**src/rtl/pll_ctrl_pkg.sv**
```systemverilog
// Shared types and code helpers for the rPLL dynamic controller.
// Divider-to-code mapping for the Gowin rPLL dynamic select inputs lives here.
package pll_ctrl_pkg;

  typedef enum logic [2:0] {
    RST_HOLD,
    WAIT_LOCK,
    STABLE,
    RUN,
    FAIL
  } state_e;

  typedef struct packed {
    logic [5:0] idsel;
    logic [5:0] fbdsel;
    logic [5:0] odsel;
  } pll_cfg_t;

  // 53 MHz from 50 MHz: IDIV_SEL 12, FBDIV_SEL 13, ODIV 16
  localparam logic [5:0] DEF53_IDSEL  = 6'd51;
  localparam logic [5:0] DEF53_FBDSEL = 6'd50;
  localparam logic [5:0] DEF53_ODSEL  = 6'd56;

  function automatic logic [5:0] div_to_idsel(
    input logic [5:0] sel
  );
    return 6'd63 - sel;
  endfunction

  function automatic logic [5:0] div_to_fbdsel(
    input logic [5:0] sel
  );
    return 6'd63 - sel;
  endfunction

  function automatic logic [5:0] div_to_odsel(
    input logic [6:0] odiv
  );
    logic [6:0] t;
    t = 7'd64 - (odiv >> 1);
    return t[5:0];
  endfunction

endpackage

```
**src/rtl/pll_lock_sync.sv**
```systemverilog
// Two-flop synchronizer for rPLL LOCK plus a consecutive-lock counter.
// lock_stable flags the STABLE_N-th consecutive synced-lock cycle since clr.
module pll_lock_sync #(
  parameter int unsigned STABLE_N = 1024
) (
  input  logic clk,
  input  logic reset,
  input  logic lock_async,
  input  logic clr,
  output logic lock_sync,
  output logic lock_stable
);

  localparam int unsigned CW =
    (STABLE_N > 1) ? $clog2(STABLE_N) : 1;
  localparam logic [CW-1:0] CMAX = CW'(STABLE_N - 1);

  logic [1:0]    sync_q, sync_d;
  logic [CW-1:0] cnt_q, cnt_d;

  // shift the raw lock in; count clean cycles, saturating
  always_comb begin
    sync_d = {sync_q[0], lock_async};
    cnt_d  = cnt_q;
    if (clr || !sync_q[1]) begin
      cnt_d = '0;
    end else if (cnt_q != CMAX) begin
      cnt_d = cnt_q + 1'b1;
    end
  end

  // synchronizer and counter registers
  always_ff @(posedge clk) begin
    if (reset) begin
      sync_q <= '0;
      cnt_q  <= '0;
    end else begin
      sync_q <= sync_d;
      cnt_q  <= cnt_d;
    end
  end

  assign lock_sync   = sync_q[1];
  assign lock_stable = sync_q[1] && !clr &&
                       (cnt_q == CMAX);

endmodule

```
**src/rtl/pll_dyn_ctrl.sv**
```systemverilog
// Sequencer for one rPLL with dynamic dividers: reset, lock wait,
// debounce, run, retune handshake, automatic re-lock and retry/fail.
module pll_dyn_ctrl
  import pll_ctrl_pkg::*;
#(
  parameter logic [5:0]  DEF_IDSEL    = DEF53_IDSEL,
  parameter logic [5:0]  DEF_FBDSEL   = DEF53_FBDSEL,
  parameter logic [5:0]  DEF_ODSEL    = DEF53_ODSEL,
  parameter int unsigned RST_CYCLES   = 16,
  parameter int unsigned LOCK_STABLE  = 1024,
  parameter int unsigned LOCK_TIMEOUT = 65536,
  parameter int unsigned MAX_RETRY    = 3
) (
  input  logic       clkin,
  input  logic       reset,
  input  logic       pll_lock,
  output logic       pll_reset,
  output logic [5:0] pll_idsel,
  output logic [5:0] pll_fbdsel,
  output logic [5:0] pll_odsel,
  input  logic       cfg_valid,
  output logic       cfg_ready,
  input  logic [5:0] cfg_idsel,
  input  logic [5:0] cfg_fbdsel,
  input  logic [5:0] cfg_odsel,
  output logic       clk_ok,
  output logic       busy,
  output logic       err,
  output logic [7:0] relock_cnt
);

  localparam int unsigned RW =
    (RST_CYCLES > 1) ? $clog2(RST_CYCLES) : 1;
  localparam int unsigned TW =
    (LOCK_TIMEOUT > 1) ? $clog2(LOCK_TIMEOUT) : 1;
  localparam int unsigned YW = $clog2(MAX_RETRY + 1);

  state_e        state_q, state_d;
  logic [RW-1:0] rcnt_q, rcnt_d;
  logic [TW-1:0] tmr_q, tmr_d;
  logic [YW-1:0] retry_q, retry_d;
  logic          err_q, err_d;
  logic [7:0]    relock_q, relock_d;
  pll_cfg_t      cfg_q, cfg_d;

  logic lock_sync;
  logic lock_stable;
  logic xfer;

  pll_lock_sync #(
    .STABLE_N (LOCK_STABLE)
  ) u_sync (
    .clk         (clkin),
    .reset       (reset),
    .lock_async  (pll_lock),
    .clr         (state_q != STABLE),
    .lock_sync   (lock_sync),
    .lock_stable (lock_stable)
  );

  assign cfg_ready  = (state_q == RUN) ||
                      (state_q == FAIL);
  assign busy       = !cfg_ready;
  assign pll_reset  = (state_q == RST_HOLD) ||
                      (state_q == FAIL);
  assign clk_ok     = (state_q == RUN) && lock_sync;
  assign err        = err_q;
  assign relock_cnt = relock_q;
  assign pll_idsel  = cfg_q.idsel;
  assign pll_fbdsel = cfg_q.fbdsel;
  assign pll_odsel  = cfg_q.odsel;
  assign xfer       = cfg_valid && cfg_ready;

  // next state; an accepted retune overrides the state decision
  always_comb begin
    state_d  = state_q;
    rcnt_d   = rcnt_q;
    tmr_d    = tmr_q;
    retry_d  = retry_q;
    err_d    = err_q;
    relock_d = relock_q;
    cfg_d    = cfg_q;
    unique case (state_q)
      RST_HOLD: begin
        tmr_d = '0;
        if (rcnt_q == RW'(RST_CYCLES - 1)) begin
          rcnt_d  = '0;
          state_d = WAIT_LOCK;
        end else begin
          rcnt_d = rcnt_q + 1'b1;
        end
      end
      WAIT_LOCK: begin
        if (lock_sync) begin
          state_d = STABLE;
        end else if (tmr_q == TW'(LOCK_TIMEOUT - 1)) begin
          tmr_d   = '0;
          retry_d = retry_q + 1'b1;
          if (retry_q >= YW'(MAX_RETRY - 1)) begin
            state_d = FAIL;
            err_d   = 1'b1;
          end else begin
            state_d = RST_HOLD;
          end
        end else begin
          tmr_d = tmr_q + 1'b1;
        end
      end
      STABLE: begin
        if (!lock_sync) begin
          state_d = WAIT_LOCK;
        end else if (lock_stable) begin
          state_d = RUN;
          retry_d = '0;
        end
      end
      RUN: begin
        if (!lock_sync) begin
          state_d = RST_HOLD;
          rcnt_d  = '0;
          if (relock_q != 8'hff) begin
            relock_d = relock_q + 1'b1;
          end
        end
      end
      FAIL: begin
        err_d = 1'b1;
      end
      default: begin
        state_d = RST_HOLD;
      end
    endcase
    if (xfer) begin
      cfg_d   = '{idsel:  cfg_idsel,
                  fbdsel: cfg_fbdsel,
                  odsel:  cfg_odsel};
      state_d = RST_HOLD;
      rcnt_d  = '0;
      tmr_d   = '0;
      retry_d = '0;
      err_d   = 1'b0;
    end
  end

  // state and datapath registers
  always_ff @(posedge clkin) begin
    if (reset) begin
      state_q  <= RST_HOLD;
      rcnt_q   <= '0;
      tmr_q    <= '0;
      retry_q  <= '0;
      err_q    <= 1'b0;
      relock_q <= '0;
      cfg_q    <= '{idsel:  DEF_IDSEL,
                    fbdsel: DEF_FBDSEL,
                    odsel:  DEF_ODSEL};
    end else begin
      state_q  <= state_d;
      rcnt_q   <= rcnt_d;
      tmr_q    <= tmr_d;
      retry_q  <= retry_d;
      err_q    <= err_d;
      relock_q <= relock_d;
      cfg_q    <= cfg_d;
    end
  end

endmodule

```
**config.mk**
```make
export PLATFORM = sky130hd
export DESIGN_NAME = pll_dyn_ctrl
export DESIGN_NICKNAME = d
export VERILOG_FILES = /design/src/rtl/pll_ctrl_pkg.sv /design/src/rtl/pll_lock_sync.sv /design/src/rtl/pll_dyn_ctrl.sv
export SDC_FILE = /design/constraint.sdc
export NUM_CORES = 1
export LEC_CHECK = 0
export CAP_MARGIN = 20
export CORE_MARGIN = 3
export CORE_UTILIZATION = 40
export CTS_CLUSTER_SIZE = 20
export DETAILED_ROUTE_END_ITERATION = 12
export MAX_ROUTING_LAYER = met4
export PLACE_DENSITY_LB_ADDON = 0.15
export SLEW_MARGIN = 20
export SYNTH_ARGS = -nofsm -noshare
export SYNTH_HDL_FRONTEND = slang
export SYNTH_SLANG_ARGS = --single-unit
export TNS_END_PERCENT = 50
```
**constraint.sdc**
```tcl
create_clock -name clkin -period 4.9 [get_ports clkin]
set_input_delay 1.225 -clock clkin [delete_from_list [all_inputs] [get_ports clkin]]
set_output_delay 1.225 -clock clkin [all_outputs]
set_load 0.1 [all_outputs]
```
# After elaboration in Yosys (flattened, before gate mapping)
# Index checks and enable logic that the tools add are counted.
dict set report word_totals {
  wordCells 84
  ff_bits 64
  out_inout_bits 31
  in_bits 22
}
dict set report classes {
  n_eq_ne 19
  magnitude_cmp 1
  addsub 5
  bitwise 2
  reduce_logical 23
  n_mux 23
}
# op n
set op_table {}
lappend op_table {{16-bit two-way mux} 2}
lappend op_table {{16-bit case mux with 2 select lines} 1}
lappend op_table {{3-bit two-way mux} 7}
lappend op_table {{16-bit by 1-bit adder with 16-bit output (second input constant)} 1}
lappend op_table {{16-bit == test (second input constant)} 1}
lappend op_table {{3-bit case mux with 5 select lines} 1}
lappend op_table {{10-bit by 1-bit adder with 10-bit output (second input constant)} 1}
lappend op_table {{10-bit == test (second input constant)} 1}
lappend op_table {{10-bit != test (second input constant)} 1}
lappend op_table {{2-bit != test (second input constant)} 5}
lappend op_table {{5-bit AND reduction} 2}
lappend op_table {{8-bit by 1-bit adder with 8-bit output (second input constant)} 1}
lappend op_table {{2-bit two-way mux} 4}
lappend op_table {{4-bit two-way mux} 2}
lappend op_table {{8-bit != test (second input constant)} 1}
lappend op_table {{4-bit case mux with 2 select lines} 1}
lappend op_table {{2-bit nonzero test} 4}
lappend op_table {{3-bit by 2-bit == test with 1-bit output (second input constant)} 2}
lappend op_table {{3-bit by 2-bit != test with 1-bit output (second input constant)} 2}
lappend op_table {{4-bit by 1-bit adder with 4-bit output (second input constant)} 1}
lappend op_table {{4-bit == test (second input constant)} 1}
lappend op_table {{1-bit logical AND} 4}
lappend op_table {{2-bit by 1-bit != test with 1-bit output (second input constant)} 2}
lappend op_table {{2-bit case mux with 2 select lines} 1}
lappend op_table {{other kinds (15)} 24}

# Logic depth before layout (Yosys ltp)
dict set report logic_depth {
  depth_word 7
  depth_mapped 7
  mapped_depth_nobuf 7
}

# Modules after synthesis
# From an unflattened synthesis, not the netlist that was laid out.
dict set report unflattened {
  hier_cells 340
  hier_area_um2 2914.0
}
# mod cells_per_inst area_per_inst_um2 n_inst seq_area_each_um2
set modules_own_cells {}
lappend modules_own_cells {pll_dyn_ctrl 278 2346.0 1 1041.0}
lappend modules_own_cells {pll_lock_sync 62 568.0 1 240.2}

# Worst setup path before layout
# No wires, ideal clock.
dict set report synth_path {
  path_type {flip-flop to output port}
  start {reg state_q[1]}
  end {out busy}
  setup_slack_ps 1409
  t_required_ps 3675
  arrival_ps 2266
  path_stages_with_launch 5
  path_buffers 1
  cell_sequence {dfxtp_1 -> buf_2 -> or3b_2 -> nand2_1 -> inv_1}
}
dict set report synth_via {
  elab_chain_len 3
  elab_cells_between_ends 4
  classes_between {2 x eq/ne; 2 x reduce/logical}
}
# element line_no
set synth_rtl {}
lappend synth_rtl {{start: declaration} pll_dyn_ctrl.sv:38} ;# state_e state_q, state_d;
lappend synth_rtl {{start signal: assignment} pll_dyn_ctrl.sv:158} ;# state_q <= state_d;
lappend synth_rtl {{3-bit by 2-bit == test with 1-bit output / 3-bit == test (equally long branches)} {pll_dyn_ctrl.sv:61, pll_dyn_ctrl.sv:62}}
lappend synth_rtl {{1-bit logical OR (*)} pll_dyn_ctrl.sv:61} ;# assign cfg_ready = (state_q == RUN) ||
lappend synth_rtl {{named net cfg_ready} pll_dyn_ctrl.sv:22} ;# output logic cfg_ready,
lappend synth_rtl {{1-bit logical NOT (*)} pll_dyn_ctrl.sv:63} ;# assign busy = !cfg_ready;
lappend synth_rtl {{end: declaration} pll_dyn_ctrl.sv:27} ;# output logic busy,
# Mark *: on every way through the listed nets, which the timed path passes. The rest lies on a longest branch.

# Final worst setup path
dict set report layout_path {
  start {reg state_q[2]}
  end {out cfg_ready}
}
dict set report layout_via {
  elab_chain_len 2
  elab_cells_between_ends 3
  classes_between {2 x eq/ne; 1 x reduce/logical}
}
# element line_no
set layout_rtl {}
lappend layout_rtl {{3-bit by 2-bit == test with 1-bit output / 3-bit == test (equally long branches)} {pll_dyn_ctrl.sv:61, pll_dyn_ctrl.sv:62}}
lappend layout_rtl {{1-bit logical OR (*)} pll_dyn_ctrl.sv:61}
lappend layout_rtl {{end: declaration} pll_dyn_ctrl.sv:22}
# Every way passes the cells marked *; elsewhere a longest branch is shown, timed or not.

==> flow_summary.ini <==
[outcome]
status = completed

[worst_setup_path]
crit_path_cell_trace = or3b_2 -> nand2_1 -> clkdlybuf4s50_1
crit_path_max_fanout = 16
critPathLaunchType = flop
reg2reg_to = tmr_q[12]
slowest_stage = clkdlybuf4s50_1
crit_required_ns = 3.67
worst-setup-path-type = flop to output pin
slowest_delay_ns = 1.15
worstSetupEndpointType = output pin
worstPathArrival_ns = 2.72
rrSetupSlack_ns = 2.61
reg2reg_from = tmr_q[0]
worstRegToRegCells = 6

[routing]
vias = 2546
drc = 0
viasPerCell = 5.072
antenna_left = 0
wirelength_um = 6225
post_drt_wl_per_cell_um = 12.40
first_pass_iters = 4
drt_iter0_drc = 140

[clock_tree]
numClockSinks = 64
cts_root_buf = clkbuf_8
cts_buffer_depth = 2
cts_resized = 0
cts_made_buffers = 9
cts_max_level = 3
clk_pin_slew_worst_paths_ns = 0.07
cts_setup_buffers = 0
ctsHoldBuffers = 0
tritoncts = built
clock_latency_ns = 0.33

[timing]
timing_hold_violations_final = 0
setup-tns-final_ns = 0
relSlewSlack_pct = 33.40
fin_crit_sh_pct = 80.47
setup_ws_ns = 0.9568
fmax_mhz = 253.6
grt_setup_unrepaired = no
setup_violations = 0
worst_pin_slew_ns = 0.9958
period_needed_ns = 3.943
report.final.slew_viol_count = 0
fin_skew_ns = 0.01149

[pwr]
ir_worst_vdd_mv = 0.1486
p_leak_nw = 1.295
powerDensity_mw_per_mm2 = 313.2

[grt]
grtUsageMet3_pct = 5.302
use_met1_pct = 21.46
overflow = 0
grt_pass1_wl_um = 10820
grt.busiest_layer = met2
grtUsageTotal_pct = 16.32
antenna_found_initial = 0
grt_max_degree = 34
grtUsageMet2_pct = 23.36
grt_pass1_vias = 2337

[logic_synthesis]
synth-seq-area-share_pct = 44.21
synthCells = 353
synth_area_mm2 = 0.002898
netlist-cell-type-count = 48
synth_ff_type = dfxtp_1
ys_warn_count = 0
ys_seq_elements = 64
synth_edf_count = 0
avgSynthCellArea_um2 = 8.209
async_reset_ff_share_pct = 0
mappedNetlistNets = 380

[die]
initial_core_util_pct = 41.96
io_pins = 53
core.rowCount = 30
die-width_um = 91.12
core_area_mm2 = 0.006907
fp.dieH_um = 91.12
die_area_mm2 = 0.008302

[final_layout]
fillers = 671
diodes = 0
multi_input_area_mm2 = 0.001516
ff_latch_area_mm2 = 0.001281
area_growth_pct = 26.04
final_nets = 429
drive_gt1_share_pct = 6.404

[placement]
io_buffers = 52
dp_hpwl_um = 4278
gp_congestion = 0.7992
preCtsSetupSlack_ns = 1.329

[job]
drv_cap = 0

[hold_path]
whs_endpoint = u_sync.sync_q[1]
hp-class = flop to flop
hp-start = u_sync.sync_q[0]
hold_path_depth = 1
power breakdown:
part           internal [mW]  switching, mW
Clock                  0.207          0.194
Sequential             0.538         0.0226
Combinational         0.0663          0.115
registers in the layout, summed over array words and instances, names as in the netlist:
register,cells
err,1
retry_q,2
u_sync.cnt_q,10
pll_odsel,6
relock_cnt,8
pll_idsel,6
u_sync.sync_q,2
pll_fbdsel,6
tmr_q,16
rcnt_q,4
state_q,3
worst max-delay path by stage:
stage                     depth (start not counted)        from        end
after detailed placement                          3  state_q[2]  cfg_ready
after CTS                                         3  state_q[2]  cfg_ready
final                                             3  state_q[2]  cfg_ready
after global routing                              3  state_q[2]  cfg_ready
after global placement                            3  state_q[2]  cfg_ready
after floorplan                                   4  state_q[1]       busy
layout make-up:
class	instances	share of cell area [%]
Multi-Input combinational cell	266	41.52
Sequential cell	64	35.08
Timing Repair Buffer	54	14.66
Clock buffer	12	4.248
Tap cell	96	3.289
Inverter	7	0.7194
Clock inverter	3	0.4796
cells by family (layout without fill, tap and decap cells):
group / count (synthesis) / count (layout) / share of synthesized area (%)
buffers and inverters: 23 / 76 / 3.454
flip-flops: 64 / 64 / 44.21
multiplexers: 4 / 4 / 1.382
adder cells (fa/ha/maj): 5 / 5 / 2.159
AND/OR/NAND/NOR: 191 / 191 / 33.20
AO/OA/AOI/OAI: 46 / 46 / 9.542
XOR/XNOR: 20 / 20 / 6.045
metrics by stage:
| step | power, mW | utilization (%) | hold WS (ns) | std cells | area, µm² |
|---|---|---|---|---|---|
| floorplan | 0.7038 | - | 0.4138 | 353 | 2898 |
| global placement | 0.7507 | 50.38 | 0.4275 | 487 | 3480 |
| detailed placement | 0.7552 | 50.38 | 0.4258 | 487 | 3480 |
| CTS | 1.156 | 52.88 | 0.4449 | 502 | 3652 |
| global route | 1.205 | 52.88 | 0.4537 | 502 | 3652 |
| finish | 1.144 | 52.88 | 0.4425 | 502 | 3652 |
cell usage after synthesis, types with 7 or more instances:
cell	n	area share (%)
nand2_1	57	7.4
nand4_1	11	2.4
xor2_1	11	3.3
nor3_1	8	1.4
nand3_1	16	2.8
a21oi_1	22	3.8
inv_1	7	0.91
nor2_1	48	6.2
clkbuf_1	10	1.3
nand3b_1	13	3.4
xnor2_1	9	2.7
dfxtp_1	64	44
worst max-delay path, delay by kind of cell (launching register included):
kind,cells,cell delay [ns]
buffers and inverters,1,1.15
AND/OR/NAND/NOR,2,0.64
flip-flops,1,0.59
cell usage in the layout, fill, tap and decap left out, types with 2 or more instances in the layout:
master           count
and4_1               3
nor2_1              48
a31oi_1              4
ha_1                 5
clkbuf_8            11
nor3_1               8
or2_2                4
or3_1                4
nor4b_1              2
buf_4                2
o21ai_0              5
nor2b_1              3
xnor2_1              9
a21oi_1             22
o21a_1               2
nand3_1             16
nor4_1               5
clkinv_2             2
inv_1                7
dfxtp_1             64
nand4_1             11
mux2i_1              4
xor2_1              11
nand2_1             57
and3_2               2
a211oi_1             2
and3_1               5
clkdlybuf4s50_1     52
nand3b_1            13
o31ai_1              2
layer usage:
layer	share of wire, %	vias to the layer above	routed length [µm]
li1	-	1323	-
met2	43	61	2692
met1	50	1151	3126
met4	1.3	0	78
met3	5.3	11	327
met5	0	-	0
Note: power is estimated with default switching activity, not from simulation.
